**src/rtl/hazard_control_unit_pkg.sv**
```systemverilog
// Shared definitions for the hazard controller: the stage-tag layout, the bubble tag,
// and the hazard-bus bit positions that decode also uses.
package hazard_control_unit_pkg;

  localparam logic [4:0] REG_X0 = 5'd0;

  // Shadow tag that follows each instruction through EX, MEM and WB.
  typedef struct packed {
    logic       valid;
    logic [4:0] rd;
    logic       we;
    logic       load;
  } stage_tag_t;

  localparam int TAG_W = $bits(stage_tag_t);

  localparam stage_tag_t BUBBLE_TAG = '{valid: 1'b0, rd: REG_X0, we: 1'b0, load: 1'b0};

  // Bit positions inside RAW_hazards = {rs1_ex, rs2_ex, rs1_mem, rs2_mem}.
  localparam int RAW_RS1_EX  = 3;
  localparam int RAW_RS2_EX  = 2;
  localparam int RAW_RS1_MEM = 1;
  localparam int RAW_RS2_MEM = 0;

  // Bit positions inside RAW_mem_wb_hazards = {load_raw_wb_dec_rs1, load_raw_wb_dec_rs2}.
  localparam int RAW_WB_RS1 = 1;
  localparam int RAW_WB_RS2 = 0;

  localparam int STAGE_EX   = 0;
  localparam int STAGE_MEM  = 1;
  localparam int STAGE_WB   = 2;
  localparam int NUM_STAGES = 3;

  localparam int OP_RS1 = 0;
  localparam int OP_RS2 = 1;

  // A tag produces register r only when it is a live, writing instruction and r is not x0.
  function automatic logic tag_writes(input stage_tag_t tag, input logic [4:0] r);
    return tag.valid && tag.we && (tag.rd == r) && (r != REG_X0);
  endfunction

endpackage

```
**src/rtl/hazard_control_unit_stage_tag_match.sv**
```systemverilog
// Compares one shadow stage tag against one decode source operand.
module stage_tag_match
  import hazard_control_unit_pkg::*;
(
  input  logic [TAG_W-1:0] tag,
  input  logic [4:0]       rs,
  input  logic             use_rs,
  input  logic             dec_valid,
  output logic             match,
  output logic             is_load
);

  stage_tag_t tag_s;

  assign tag_s   = stage_tag_t'(tag);
  assign match   = dec_valid & use_rs & tag_writes(tag_s, rs);
  assign is_load = tag_s.load;

endmodule

```
**src/rtl/hazard_control_unit.sv**
```systemverilog
// Hazard controller: shadow EX/MEM/WB destination tags, RAW forwarding bits,
// load-use stall, redirect flush, WB write qualifier and saturating event counters.
module hazard_control_unit
  import hazard_control_unit_pkg::*;
#(
  parameter int CNT_W = 32
) (
  input  logic             clk,
  input  logic             rst,
  input  logic             dec_valid,
  input  logic [4:0]       dec_rs1,
  input  logic [4:0]       dec_rs2,
  input  logic             dec_use_rs1,
  input  logic             dec_use_rs2,
  input  logic [4:0]       dec_rd,
  input  logic             dec_rf_wb,
  input  logic             dec_mem_load,
  input  logic             redirect,
  output logic [3:0]       RAW_hazards,
  output logic [1:0]       RAW_mem_wb_hazards,
  output logic             we_valid,
  output logic             stall,
  output logic             flush_if,
  output logic             flush_dec,
  output logic [CNT_W-1:0] stall_cnt,
  output logic [CNT_W-1:0] flush_cnt
);

  localparam logic [CNT_W-1:0] CNT_MAX = '1;
  localparam logic [CNT_W-1:0] CNT_ONE = CNT_W'(1);

  stage_tag_t ex_tag;
  stage_tag_t mem_tag;
  stage_tag_t wb_tag;
  stage_tag_t ex_next;
  stage_tag_t tags [NUM_STAGES];

  logic [4:0] rs_vec  [2];
  logic       use_vec [2];
  logic       match   [NUM_STAGES][2];
  logic       is_load [NUM_STAGES][2];

  logic load_use_ex;
  logic load_use_mem;

  assign tags[STAGE_EX]  = ex_tag;
  assign tags[STAGE_MEM] = mem_tag;
  assign tags[STAGE_WB]  = wb_tag;

  assign rs_vec[OP_RS1]  = dec_rs1;
  assign rs_vec[OP_RS2]  = dec_rs2;
  assign use_vec[OP_RS1] = dec_use_rs1;
  assign use_vec[OP_RS2] = dec_use_rs2;

  // One comparator per (stage, operand) pair.
  for (genvar s = 0; s < NUM_STAGES; s++) begin : g_stage
    for (genvar n = 0; n < 2; n++) begin : g_op
      stage_tag_match u_match (
        .tag       (tags[s]),
        .rs        (rs_vec[n]),
        .use_rs    (use_vec[n]),
        .dec_valid (dec_valid),
        .match     (match[s][n]),
        .is_load   (is_load[s][n])
      );
    end
  end

  assign load_use_ex  = (match[STAGE_EX][OP_RS1]  | match[STAGE_EX][OP_RS2])  & ex_tag.load;
  assign load_use_mem = (match[STAGE_MEM][OP_RS1] | match[STAGE_MEM][OP_RS2]) & mem_tag.load;

  // Redirect wins: the consumer is being squashed anyway, so there is nothing to wait for.
  assign stall     = ~redirect & (load_use_ex | load_use_mem);
  assign flush_if  = redirect;
  assign flush_dec = redirect;
  assign we_valid  = wb_tag.valid & wb_tag.we;

  always_comb begin
    RAW_hazards              = '0;
    RAW_hazards[RAW_RS1_EX]  = match[STAGE_EX][OP_RS1]  & ~is_load[STAGE_EX][OP_RS1];
    RAW_hazards[RAW_RS2_EX]  = match[STAGE_EX][OP_RS2]  & ~is_load[STAGE_EX][OP_RS2];
    RAW_hazards[RAW_RS1_MEM] = match[STAGE_MEM][OP_RS1] & ~is_load[STAGE_MEM][OP_RS1];
    RAW_hazards[RAW_RS2_MEM] = match[STAGE_MEM][OP_RS2] & ~is_load[STAGE_MEM][OP_RS2];
  end

  // A load in WB must be picked up from the regfile/WB bypass, not the MEM forward path.
  always_comb begin
    RAW_mem_wb_hazards             = '0;
    RAW_mem_wb_hazards[RAW_WB_RS1] = match[STAGE_WB][OP_RS1] & is_load[STAGE_WB][OP_RS1];
    RAW_mem_wb_hazards[RAW_WB_RS2] = match[STAGE_WB][OP_RS2] & is_load[STAGE_WB][OP_RS2];
  end

  always_comb begin
    ex_next = BUBBLE_TAG;
    if (dec_valid && !stall && !redirect) begin
      ex_next.valid = 1'b1;
      ex_next.rd    = dec_rd;
      ex_next.we    = dec_rf_wb;
      ex_next.load  = dec_mem_load;
    end
  end

  always_ff @(posedge clk or posedge rst) begin
    if (rst) begin
      ex_tag  <= BUBBLE_TAG;
      mem_tag <= BUBBLE_TAG;
      wb_tag  <= BUBBLE_TAG;
    end else begin
      ex_tag  <= ex_next;
      mem_tag <= ex_tag;
      wb_tag  <= mem_tag;
    end
  end

  always_ff @(posedge clk or posedge rst) begin
    if (rst) begin
      stall_cnt <= '0;
      flush_cnt <= '0;
    end else begin
      if (stall && (stall_cnt != CNT_MAX)) begin
        stall_cnt <= stall_cnt + CNT_ONE;
      end
      if (redirect && (flush_cnt != CNT_MAX)) begin
        flush_cnt <= flush_cnt + CNT_ONE;
      end
    end
  end

endmodule

```
**config.mk**
```make
export PLATFORM = sky130hd
export DESIGN_NAME = hazard_control_unit
export DESIGN_NICKNAME = d
export VERILOG_FILES = /design/src/rtl/hazard_control_unit_pkg.sv /design/src/rtl/hazard_control_unit_stage_tag_match.sv /design/src/rtl/hazard_control_unit.sv
export SDC_FILE = /design/constraint.sdc
export NUM_CORES = 1
export LEC_CHECK = 0
export BUFFER_PORTS_ARGS = -buffer_cell sky130_fd_sc_hd__buf_4
export CORE_ASPECT_RATIO = 1.4
export CORE_MARGIN = 4
export CORE_UTILIZATION = 46
export CTS_CLUSTER_SIZE = 25
export DETAILED_ROUTE_END_ITERATION = 10
export PLACE_DENSITY = 0.66
export SYNTH_ARGS = -nofsm -noshare
export SYNTH_HDL_FRONTEND = slang
export SYNTH_SLANG_ARGS = --single-unit
export TNS_END_PERCENT = 10
```
**constraint.sdc**
```tcl
create_clock -name clk -period 6.1 [get_ports clk]
set_clock_uncertainty 0.1 [all_clocks]
set_input_delay 1.83 -clock clk [delete_from_list [all_inputs] [get_ports clk]]
set_output_delay 1.83 -clock clk [all_outputs]
set_load 0.005 [all_outputs]
```
==> metrics.txt, run 1 <==
result of the run=completed; Area Growth Syn to Fin=26.6%; share of the core filled with cells in the final layout=0.603; setup violators final=0; fraction of the yosys area taken by sequential cells=0.534; drt total wl=9080 µm; top cell type's share of synthesized area=0.534; Pins Over Slew Limit=0; Slew @ Worst Pin=0.892 ns; hold violation count in the final report=0; critical register-to-register path endpoint=stall_cnt[29]; most common library cells after synthesis=sky130_fd_sc_hd__dfrtp_1 (88), sky130_fd_sc_hd__xnor2_1 (45), sky130_fd_sc_hd__xor2_1 (45); RePlAce Congestion=0.857; number of port buffers=96; fin crit share=0.892; hold-critical path depth=0; Final min period=5.44 ns; leading post-synthesis cells by cell area=sky130_fd_sc_hd__dfrtp_1 (53%), sky130_fd_sc_hd__xnor2_1 (9.6%), sky130_fd_sc_hd__xor2_1 (9.6%); Num Clock Sinks=88; boundary pin count=97; sequential cell area in the final layout=between 0.002 and 0.0025 mm²; antenna violations before repair=0; Hold Path Sink=mem_tag[1]; Top Family by Delay on Critical Path=compound AO/OA/AOI/OAI gates; Seq cells post-synth=88; list of cells traversed by the critical path=buf_4 -> or4_1 -> o211ai_1 -> nor4_1 -> o21ai_1 -> a21oi_1 -> buf_4; placed instance count=572; total nets after synthesis=403; GRT Util Overall=0.184; static leakage=approximately 2.6 nW; final antenna-violating net count=0; Starting Density=0.477; overall via count from detail_route=approximately 3.1k; overflow left after global routing=0; HP Class=flip-flop to flip-flop; proportion of synthesized flip-flops having asynchronous set or reset=1.00; critical register-to-register path startpoint=stall_cnt[0]; Arr. time, crit path=3.51 ns; TritonCTS clock tree=built; number of H-tree branching levels=3; Worst Reg-to-Reg Cells=9; final total power=between 1 and 1.5 mW; Worst slew margin=0.406; number of max-cap violations=0; hold-fix buffers at CTS=0; number of buffers added by the clock tree synthesis step=9; number of synthesized flops with an enable pin=0; Clk Latency, worst-skew pair=0.33 ns; maximum achievable frequency=0.184 GHz; Crit path buffers/inverters=2; Avg Inst Size Synth=around 11 µm²; total power divided by cell area=252 mW/mm²; R2R setup slack=2.60 ns; final net count=503; type of the worst setup path=primary input to output port; CP Capture Type=output port; vias per cell=between 5 and 6; cell type with the highest occurrence count on the critical path=sky130_fd_sc_hd__buf_4; placed cell area=0.00494 mm²; share of final-layout standard cells stronger than drive strength 1=0.261; cell at the root of the clock tree=sky130_fd_sc_hd__clkbuf_16; Largest stage delay, worst path=0.52 ns; die outline width=roughly 90 µm; Chip Height=roughly 120 µm; Final HPWL DP=6780 µm; slowest stage cell, crit path=sky130_fd_sc_hd__or4_1; non-filler cells in the finished layout=587; largest fanout on the critical path=4; dominant cell by count in the synthesized netlist=sky130_fd_sc_hd__dfrtp_1; Worst Min Path Start=ex_tag[1]; largest vdd supply drop=0.161 mV; post-cts resize count=0; detail-routed net length per standard cell=roughly 15 µm; yosys warns=0; area of combinational cells with multiple inputs=roughly 0.0018 mm²; Setup TNS Final=0 ns; required time of the critical path=4.17 ns; number of instances in the synthesized netlist=about 380; num rows=40; Primary FF master, synth=sky130_fd_sc_hd__dfrtp_1; critical path startpoint category=primary input; number of distinct library cell variants in the gate-level netlist after synthesis=39; number of buffers on the longest clock path=2; number of antenna diodes=0; die footprint=0.0106 mm²; core area=0.00866 mm²; fill count=753; RSZ-0062 raised after global routing=false; combined area of all synthesized cells=a little over 0.004 mm²; number of detailed-routing iterations run before antenna repair=4; drt first-iter violations=84; largest area contributor in the synthesized netlist=sky130_fd_sc_hd__dfrtp_1; # DRC=0; global-route wire length before repair=15,200 µm; total non-filler cell area in the finished layout=around 0.0052 mm²; vias in the first global route=3,038; CTS clk-pin slew, worst paths=0.06 ns; maximum number of pins on one net before global-route repair=46; number of setup buffers added after CTS=0
[where the power goes]
group	internal, mW	switching, mW
Clock	0.315	0.211
Sequential	0.613	0.0375
Combinational	0.0728	0.0642
[registers in the layout (all words and copies together), names as in the netlist]
name / flops
flush_cnt: 32
mem_tag: 8
tags: 8
stall_cnt: 32
ex_tag: 8
[through the flow]
stage / setup slack, ns / hold WS (ns)
after floorplan: 1.21 / 0.254
after global placement: 0.771 / 0.256
after detailed placement: 0.675 / 0.261
after CTS: 0.658 / 0.278
after global routing: 0.517 / 0.283
final: 0.659 / 0.276
[cells by family after synthesis]
logic type,after synthesis,synth area share
muxes,3,0.00819
adders and majority gates,2,0.00606
buffers and inverters,19,0.0218
xor gates and xnor gates,90,0.191
and+or+nand+nor,163,0.218
DFF,88,0.534
AOI/OAI and AO/OA,13,0.0215
[placed cells by master (no fill, tap or decap), drive strengths merged]
master | netlist | final
xor2 | 45 | 45
xnor2 | 45 | 45
mux2 | 3 | 3
and2 | 10 | 10
o211ai | 2 | 2
clkbuf | 3 | 12
nor4 | 12 | 12
nor2b | 5 | 5
o21ai | 3 | 3
a211oi | 1 | 1
nor2 | 31 | 31
nor4b | 1 | 1
nor3 | 14 | 14
and4 | 5 | 5
nand4 | 18 | 18
a21oi | 3 | 3
nand2b | 1 | 1
or2 | 1 | 1
ha | 2 | 2
or4 | 3 | 3
clkinv | 0 | 3
a41oi | 1 | 1
nand2 | 31 | 31
dfrtp | 88 | 88
or3 | 2 | 2
a211o | 1 | 1
bufinv | 0 | 1
buf | 6 | 98
nand3 | 20 | 20
a41o | 1 | 1
inv | 10 | 9
and3 | 8 | 8
o2111ai | 1 | 1
nor3b | 1 | 1
[layer usage]
layer,GRT usage,wire [µm]
met2,0.288,4550
met3,0.0488,482
met4,0.0605,97
met5,0,0
met1,0.247,3950
[how the worst max path moves through the flow]
stage	start	to	slack, ns	cells after the start
4_1_cts	dec_rs1[1]	stall	0.66	7
3_5_place_dp	dec_rs1[1]	stall	0.67	7
2_1_floorplan	dec_rs1[1]	stall	1.21	5
3_3_place_gp	dec_rs1[1]	stall	0.77	7
5_1_grt	dec_rs1[1]	stall	0.52	7
6_report	dec_rs1[1]	stall	0.66	7
[layout make-up]
type,instances,area share
inverter,10,0.00743
clock inverter,3,0.00839
multi-input combinational,271,0.351
sequential,88,0.422
clock buffer,12,0.0453
tap,105,0.0252
timing repair buffer,98,0.141
Power figures use the tool's default switching activity.
==> run 2: changes to the inputs <==
==> constraint.sdc (replaced) <==
create_clock -name clk -period 5.93 [get_ports clk]
set_clock_uncertainty 0.1 [all_clocks]
set_input_delay 1.779 -clock clk [delete_from_list [all_inputs] [get_ports clk]]
set_output_delay 1.779 -clock clk [all_outputs]
set_load 0.005 [all_outputs]
==> metrics.txt, run 2 (synthesis results as in run 1) <==
post-cts resize count=0 (unchanged); overall via count from detail_route=3,105 (+1.4%); commonest cells after routing, fill and taps aside=sky130_fd_sc_hd__buf_4 (98), sky130_fd_sc_hd__dfrtp_1 (88), sky130_fd_sc_hd__xnor2_1 (45), sky130_fd_sc_hd__xor2_1 (45); HP Class=flip-flop to flip-flop; boundary pin count=97 (unchanged); maximum number of pins on one net before global-route repair=46 (unchanged); Pins Over Slew Limit=0 (unchanged); drt total wl=9160 µm (+0.87%); number of port buffers=96 (unchanged); TritonCTS clock tree=built; non-filler cells in the finished layout=588 (+0.17%); detail-routed net length per standard cell=15.6 µm (+0.70%); Slew @ Worst Pin=0.883 ns (-0.00903 ns); Chip Height=120 µm (unchanged); GRT Util Overall=0.187 (+0.00255); share of the core filled with cells in the final layout=0.608 (+0.00433); placed instance count=572 (unchanged); vias per cell=5.28 (+1.3%); total power divided by cell area=266 mW/mm² (+5.6%); critical path startpoint category=primary input; overflow left after global routing=0 (unchanged); final net count=503 (unchanged); hold-fix buffers at CTS=0 (unchanged); RePlAce Congestion=0.857 (about the same); core area=0.00866 mm² (unchanged); number of H-tree branching levels=3 (unchanged); Worst slew margin=0.412 (+0.00602); Arr. time, crit path=3.43 ns (-0.08 ns); most common cell after layout, fill and taps aside=sky130_fd_sc_hd__buf_4; maximum achievable frequency=~0.19 GHz; slowest stage cell, crit path=sky130_fd_sc_hd__or4_1; num rows=40 (unchanged); Setup TNS Final=0 ns (unchanged); setup violators final=0 (unchanged); cell type with the highest occurrence count on the critical path=sky130_fd_sc_hd__buf_4; largest fanout on the critical path=4 (unchanged); type of the worst setup path=primary input to output port; largest vdd supply drop=0.188 mV (+17%); hold violation count in the final report=0 (unchanged); Clk Latency, worst-skew pair=0.33 ns (about the same); number of setup buffers added after CTS=0 (unchanged); number of max-cap violations=0 (unchanged); drt first-iter violations=92 (+9.5%); Final HPWL DP=6790 µm (+0.10%); result of the run=completed; static leakage=2.57 nW (+0.71%); final antenna-violating net count=0 (unchanged); number of antenna diodes=0 (unchanged); antenna violations before repair=0 (unchanged); fin crit share=0.896; list of cells traversed by the critical path=buf_4 -> or4_1 -> o211ai_1 -> nor4_1 -> o21ai_1 -> a21oi_1 -> buf_4; CTS clk-pin slew, worst paths=0.06 ns (about the same); number of buffers added by the clock tree synthesis step=9 (unchanged); global-route wire length before repair=15,400 µm (+1.2%); number of detailed-routing iterations run before antenna repair=4 (unchanged); die footprint=0.0106 mm² (unchanged); Area Growth Syn to Fin=27.5%; required time of the critical path=4.05 ns (-0.12 ns); registers with the most flip-flops=flush_cnt (32), stall_cnt (32); Final min period=5.31 ns; Starting Density=0.477 (unchanged); number of buffers on the longest clock path=2 (unchanged); share of final-layout standard cells stronger than drive strength 1=0.269 (+0.00774); Num Clock Sinks=88 (unchanged); CP Capture Type=output port; # DRC=0 (unchanged); cell at the root of the clock tree=sky130_fd_sc_hd__clkbuf_16; die outline width=88.0 µm (unchanged); RSZ-0062 raised after global routing=false; Largest stage delay, worst path=0.52 ns (about the same); vias in the first global route=3,212 (+5.7%)
run 2: final timing paths:
path,depth (start not counted),slack [ns],from,endpoint
worst max-delay path,7,0.62,dec_rs1[1],stall
worst min-delay path,0,0.28,ex_tag[7],mem_tag[7]
worst max register to register,9,2.55,stall_cnt[0],stall_cnt[29]
worst min register to register,0,0.28,ex_tag[7],mem_tag[7]
max in group asynchronous,3,3.23,rst,stall_cnt[16]
min in group asynchronous,2,1.46,rst,stall_cnt[4]
run 2: power by group:
| part | total, mW | switching (mW) | internal, mW |
|---|---|---|---|
| clock network | 0.587 | 0.226 | 0.361 |
| logic | 0.141 | 0.0660 | 0.0747 |
| registers | 0.670 | 0.0394 | 0.631 |
| total | 1.40 | 0.331 | 1.07 |
run 2: layout make-up:
type	count	area, µm²
fill	758	3400
sequential	88	2200
multi-input combinational	271	1830
timing repair buffer	98	736
clock buffer	12	267
tap	105	131
clock inverter	4	51.3
inverter	10	38.8
run 2: worst max-delay path, delay by kind of cell:
family,cells,cell delay (ns)
compound gates,3,0.70
simple gates,2,0.65
buf+inv,2,0.30
run 2: through the flow:
stage | cell area, µm² | hold WS (ns) | power [mW] | worst slack, ns
CTS | 5260 | 0.276 | 1.42 | 0.598
global placement | 4940 | 0.256 | 0.818 | 0.703
global route | 5260 | 0.291 | 1.46 | 0.476
detailed placement | 4940 | 0.261 | 0.823 | 0.619
finish | 5260 | 0.275 | 1.40 | 0.617
floorplan | 4130 | 0.254 | 0.742 | 1.14
run 2: layer usage:
metal | wire length, µm | vias up | track usage
met4 | 225 | 0 | 0.0851
met2 | 4550 | 80 | 0.295
met3 | 541 | 19 | 0.0460
met5 | 0 | - | 0
met1 | 3840 | 1517 | 0.239
li1 | - | 1489 | -
